`config.mk`:
```
export PLATFORM = sky130hd
export DESIGN_NAME = sdf_wr_arbiter
export DESIGN_NICKNAME = d
export VERILOG_FILES = /design/src/rtl/sdf_wr_arbiter_pkg.sv /design/src/rtl/sdf_wr_arbiter_rr_pick.sv /design/src/rtl/sdf_wr_arbiter.sv
export SDC_FILE = /design/constraint.sdc
export NUM_CORES = 1
export LEC_CHECK = 0
export BUFFER_PORTS_ARGS = -buffer_cell sky130_fd_sc_hd__buf_2
export CAP_MARGIN = 25
export CORE_MARGIN = 4
export CORE_UTILIZATION = 30
export CTS_BUF_LIST = sky130_fd_sc_hd__clkbuf_8
export DETAILED_ROUTE_END_ITERATION = 12
export GPL_ROUTABILITY_DRIVEN = 0
export GPL_TIMING_DRIVEN = 0
export PLACE_DENSITY_LB_ADDON = 0.12
export SLEW_MARGIN = 20
export SYNTH_ARGS = -nofsm -noshare
export SYNTH_HDL_FRONTEND = slang
export SYNTH_SLANG_ARGS = --single-unit
```
`constraint.sdc`:
```
create_clock -name ck -period 4 [get_ports ck]
set_input_delay 1.2 -clock ck [delete_from_list [all_inputs] [get_ports ck]]
set_output_delay 1.2 -clock ck [all_outputs]
set_load 0.03 [all_outputs]
```
`src/rtl/sdf_wr_arbiter_pkg.sv`:
```
// Shared definitions for the SDF write-side arbiter and related dataflow arbiters.
package sdf_wr_arbiter_pkg;

  typedef enum logic {
    ST_IDLE = 1'b0,
    ST_LOCK = 1'b1
  } state_e;

  localparam int unsigned SDF_WIDTH = 8;
  localparam int unsigned SDF_BURST = 2;

  // Ceiling log2; returns 0 for values 0 and 1.
  function automatic int unsigned clog2(input int unsigned value);
    int unsigned v;
    int unsigned r;
    v = (value > 0) ? value - 1 : 0;
    r = 0;
    while (v > 0) begin
      v = v >> 1;
      r = r + 1;
    end
    return r;
  endfunction

endpackage

```
`src/rtl/sdf_wr_arbiter_rr_pick.sv`:
```
// Combinational round-robin picker: first requester at or after i_ptr, wrapping mod N.
module sdf_wr_arbiter_rr_pick
  import sdf_wr_arbiter_pkg::*;
#(
  parameter int unsigned N  = 2,
  parameter int unsigned PW = (clog2(N) > 0) ? clog2(N) : 1
) (
  input  logic [N-1:0]  i_req,
  input  logic [PW-1:0] i_ptr,
  output logic [N-1:0]  o_gnt,
  output logic [PW-1:0] o_idx,
  output logic          o_valid
);

  always_comb begin
    o_gnt   = '0;
    o_idx   = '0;
    o_valid = 1'b0;
    // Upper segment [ptr, N) has priority over the wrapped segment [0, ptr).
    for (int i = 0; i < int'(N); i++) begin
      if (!o_valid && i_req[i] && (i >= int'(i_ptr))) begin
        o_valid  = 1'b1;
        o_gnt[i] = 1'b1;
        o_idx    = PW'(i);
      end
    end
    for (int i = 0; i < int'(N); i++) begin
      if (!o_valid && i_req[i] && (i < int'(i_ptr))) begin
        o_valid  = 1'b1;
        o_gnt[i] = 1'b1;
        o_idx    = PW'(i);
      end
    end
  end

endmodule

```
`src/rtl/sdf_wr_arbiter.sv`:
```
// Round-robin arbiter sharing one FIFO write port among N SDF producers, locked per burst.
// Optional sticky protocol-error flag enabled by defining SDF_WR_ARB_ERR_EN.
module sdf_wr_arbiter
  import sdf_wr_arbiter_pkg::*;
#(
  parameter int unsigned WIDTH = SDF_WIDTH,
  parameter int unsigned N     = 2,
  parameter int unsigned BURST = SDF_BURST
) (
  input  logic               ck,
  input  logic               rst,
  input  logic [N-1:0]       in_req,
  input  logic [N-1:0]       in_wr,
  input  logic [N*WIDTH-1:0] in_data,
  output logic [N-1:0]       in_full,
  output logic               fifo_wr,
  output logic [WIDTH-1:0]   fifo_data,
  input  logic               fifo_full,
  output logic [N-1:0]       grant,
  output logic               busy,
  output logic               err
);

  localparam int unsigned PW = (clog2(N) > 0) ? clog2(N) : 1;
  localparam int unsigned CW = clog2(BURST) + 1;
  localparam logic [CW-1:0] LAST = CW'(BURST - 1);
  localparam logic [PW-1:0] PTR_MAX = PW'(N - 1);

  state_e          r_state, w_state_d;
  logic [N-1:0]    r_grant, w_grant_d;
  logic [PW-1:0]   r_idx, w_idx_d;
  logic [PW-1:0]   r_rr_ptr, w_rr_ptr_d;
  logic [CW-1:0]   r_cnt, w_cnt_d;

  logic [N-1:0]    w_pick_gnt;
  logic [PW-1:0]   w_pick_idx;
  logic            w_pick_valid;
  logic            w_own_wr;

  sdf_wr_arbiter_rr_pick #(
    .N  (N),
    .PW (PW)
  ) u_rr_pick (
    .i_req   (in_req),
    .i_ptr   (r_rr_ptr),
    .o_gnt   (w_pick_gnt),
    .o_idx   (w_pick_idx),
    .o_valid (w_pick_valid)
  );

  // Owner data path is a pure mux; non-owners always see full.
  always_comb begin
    in_full   = '1;
    fifo_wr   = 1'b0;
    fifo_data = '0;
    w_own_wr  = 1'b0;
    if (r_state == ST_LOCK) begin
      for (int i = 0; i < int'(N); i++) begin
        if (r_grant[i]) begin
          in_full[i] = fifo_full;
          fifo_data  = in_data[i*WIDTH +: WIDTH];
          w_own_wr   = in_wr[i];
        end
      end
      fifo_wr = w_own_wr & ~fifo_full;
    end
  end

  always_comb begin
    w_state_d  = r_state;
    w_grant_d  = r_grant;
    w_idx_d    = r_idx;
    w_rr_ptr_d = r_rr_ptr;
    w_cnt_d    = r_cnt;
    unique case (r_state)
      ST_IDLE: begin
        if (w_pick_valid) begin
          w_state_d = ST_LOCK;
          w_grant_d = w_pick_gnt;
          w_idx_d   = w_pick_idx;
          w_cnt_d   = '0;
        end
      end
      ST_LOCK: begin
        if (fifo_wr) begin
          if (r_cnt == LAST) begin
            w_state_d  = ST_IDLE;
            w_grant_d  = '0;
            w_cnt_d    = '0;
            w_rr_ptr_d = (r_idx == PTR_MAX) ? '0 : r_idx + 1'b1;
          end else begin
            w_cnt_d = r_cnt + 1'b1;
          end
        end
      end
      default: w_state_d = ST_IDLE;
    endcase
  end

  always_ff @(posedge ck or posedge rst) begin
    if (rst) begin
      r_state  <= ST_IDLE;
      r_grant  <= '0;
      r_idx    <= '0;
      r_rr_ptr <= '0;
      r_cnt    <= '0;
    end else begin
      r_state  <= w_state_d;
      r_grant  <= w_grant_d;
      r_idx    <= w_idx_d;
      r_rr_ptr <= w_rr_ptr_d;
      r_cnt    <= w_cnt_d;
    end
  end

  assign grant = r_grant;
  assign busy  = (r_state == ST_LOCK);

`ifdef SDF_WR_ARB_ERR_EN
  logic r_err;
  logic w_err_set;

  // r_grant is zero outside LOCK, so owner terms only fire mid-burst.
  assign w_err_set = (|(in_wr & ~r_grant))
                   | ((|(in_wr & r_grant)) & fifo_full)
                   | ((r_state == ST_LOCK) & ~(|(in_req & r_grant)));

  always_ff @(posedge ck or posedge rst) begin
    if (rst) begin
      r_err <= 1'b0;
    end else begin
      r_err <= r_err | w_err_set;
    end
  end

  assign err = r_err;
`else
  assign err = 1'b0;
`endif

endmodule

```
==> impl_metrics.py <==
metrics = {
    "global_route": {
        "grt-ovfl-total": 0,
        "grt_usage_pct": 11.2,
        "grt_pass1_wl_mm": 2.16,
        "grt_max_degree": 11,
        "grt_pass1_vias": 471,
        "antenna_found_initial": 0,
    },
    "power_and_ir_drop": {
        "p_leak_nw": 0.407,
        "power_mw": 0.562,
        "ir_drop_mv": 0.419,
        "power.density_mw_per_mm2": 750,
    },
    "place": {
        "dp_hpwl_mm": 1.12,
        "place_ws_ns": 0.865,
        "io_buffers": 36,
        "placed_area_um2": 704,
        "dp_cells": 114,
    },
    "run_status": {
        "status": "finished, final reports clean",
    },
    "detailed_routing": {
        "vias": 584,
        "viasPerCell": 4.95,
        "drt_wl_total_mm": 1.38,
        "first_pass_iters": 4,
        "drc_errors": 0,
        "wl_per_cell_um": 11.7,
        "ant_nets": 0,
        "drtIter0Drc": 11,
    },
    "run": {
        "drv_cap": 0,
    },
    "setup_path": {
        "crit_path_frequent_cell": "buf_2",
        "crit_path_end_kind": "primary output",
        "critPathLaunchType": "input port",
        "cp.arrival_ns": 1.93,
        "cp_slowest_cell": "buf_2",
        "critPathMaxFanout": 3,
        "path_class": "input port to primary output",
        "cp-startpoint": "fifo_full",
        "r2r_slack_ns": 2.58,
        "r2r_end": "r_rr_ptr",
        "reg2reg_from": "grant[1]",
        "reg2reg_depth": 3,
        "max_stage_delay_ns": 0.23,
        "cp.required_ns": 2.80,
        "cp_cell_sequence": "buf_2 > nand2b_1 > a21oi_1 > buf_2",
    },
    "sta": {
        "setup_viol": 0,
        "fin_setup_tns_ns": 0,
        "post-route-period-util_pct": 78.3,
        "rsz0062_at_grt": "false",
        "hold_slack_ns": 0.465,
        "max_freq_mhz": 319,
        "min_period_ns": 3.13,
        "hold_viol": 0,
        "skew_ns": 0.000541,
        "slew_violations": 0,
        "setup_ws_ns": 0.869,
    },
    "final_layout": {
        "n_fill_cell": 152,
        "layout.nets": 126,
        "mostFrequentLayoutCells": "37 x buf_2, 9 x nand2_1, 9 x nor2_1",
        "mostFrequentLayoutCell": "buf_2",
        "fin_cells": 118,
        "drive_gt1_share_pct": 42.2,
        "post-route-cell-area_um2": 749,
        "n_antenna_cell": 0,
        "final_util_pct": 48.6,
        "multi_input_area_um2": 290,
        "syn_to_final_growth_pct": 48.6,
        "seqCellArea_um2": 175,
    },
    "synthesis": {
        "synth_edf_count": 0,
        "ys_seq_area_share_pct": 34.7,
        "yosysWarnings": 0,
        "syn_area_per_cell_um2": 8.13,
        "ys_types": 27,
        "synth_flop_cell": "dfrtp_1",
        "async_flop_share_pct": 100,
        "syn_area_um2": 504,
        "synthCells": 62,
        "syn_nets": 85,
        "ys_ff_latch": 7,
    },
    "min_path": {
        "hp-start": "r_idx",
        "holdPathEnd": "r_rr_ptr",
        "holdPathStages": 1,
        "hp-class": "register to register",
    },
    "clock_tree": {
        "ctsHoldBuffers": 0,
        "insertion_delay_ns": 0.22,
        "cts_root_buf": "clkbuf_8",
        "htree_num_levels": 1,
        "numCtsBuffers": 3,
        "cts_max_path_buffers": 2,
        "cts.sinks": 7,
        "cts_tree": "yes",
        "cts-resized-gates": 0,
        "clk_pin_slew_ns": 0.04,
        "post_cts_buffers": 0,
    },
    "die": {
        "io_pins": 38,
        "start_util_pct": 32.7,
        "die_x_um": 49.0,
        "die_area_mm2": 0.00240,
        "num_rows": 14,
        "core_area_mm2": 0.00154,
        "die_y_um": 49.0,
    },
}
==> Yosys cell counts, drive strengths merged (2+ instances only) <==
| master | count | share of area, % |
|---|---|---|
| a21oi | 3 | 3.0 |
| buf | 2 | 2.5 |
| clkbuf | 2 | 1.5 |
| nand3b | 2 | 5.5 |
| nor2 | 9 | 6.7 |
| a22oi | 7 | 10 |
| nand2 | 9 | 6.7 |
| a211o | 2 | 3.5 |
| inv | 4 | 3.0 |
| dfrtp | 7 | 35 |
| o21ai | 2 | 2.0 |
==> where the power goes <==
part | internal [mW] | total [mW] | switching, mW
Sequential | 0.0980 | 0.126 | 0.0283
Clock | 0.0661 | 0.0938 | 0.0278
Combinational | 0.111 | 0.342 | 0.231
==> per-layer routing <==
layer | part of all wire [%] | vias to the layer above | GRT usage (%)
li1 | - | 297 | -
met1 | 44 | 264 | 14.3
met2 | 45 | 21 | 15.9
met3 | 10 | 2 | 6.73
met4 | 0.73 | 0 | 2.69
met5 | 0 | - | 0
==> critical path: cells and delay by family <==
kind                   cells  cell delay, ns
AOI/OAI and AO/OA          1            0.18
and+or+nand+nor            1            0.20
buffers and inverters      2            0.35
==> registers in the layout, summed over array words and instances (netlist names) <==
register,cells
grant,2
r_rr_ptr,1
r_cnt,2
busy,1
r_idx,1
==> kinds of logic (layout without fill, tap and decap cells) <==
logic type             Yosys count  in the layout  synth area share (%)
AND/OR/NAND/NOR                 26             26                  26.3
AO/OA/AOI/OAI                   18             18                  28.5
buffers and inverters            9             49                  7.69
flip-flops                       7              7                  34.7
other                            1              1                 0.744
multiplexers                     1              1                  1.99
==> cell type report <==
class                      count  area share (%)
timing repair buffer          36            24.0
sequential                     7            23.4
tap                           16            2.67
multi-input combinational     46            38.7
clock inverter                 1           0.501
clock buffer                   3            5.51
inverter                       5            2.50
buffer                         4            2.67
==> worst max-delay path by stage <==
stage,end,slack [ns]
floorplan,fifo_wr,0.88
CTS,fifo_wr,0.86
global placement,fifo_wr,0.87
finish,fifo_wr,0.87
detailed placement,fifo_wr,0.87
global route,fifo_wr,0.79
Power figures use the tool's default switching activity.
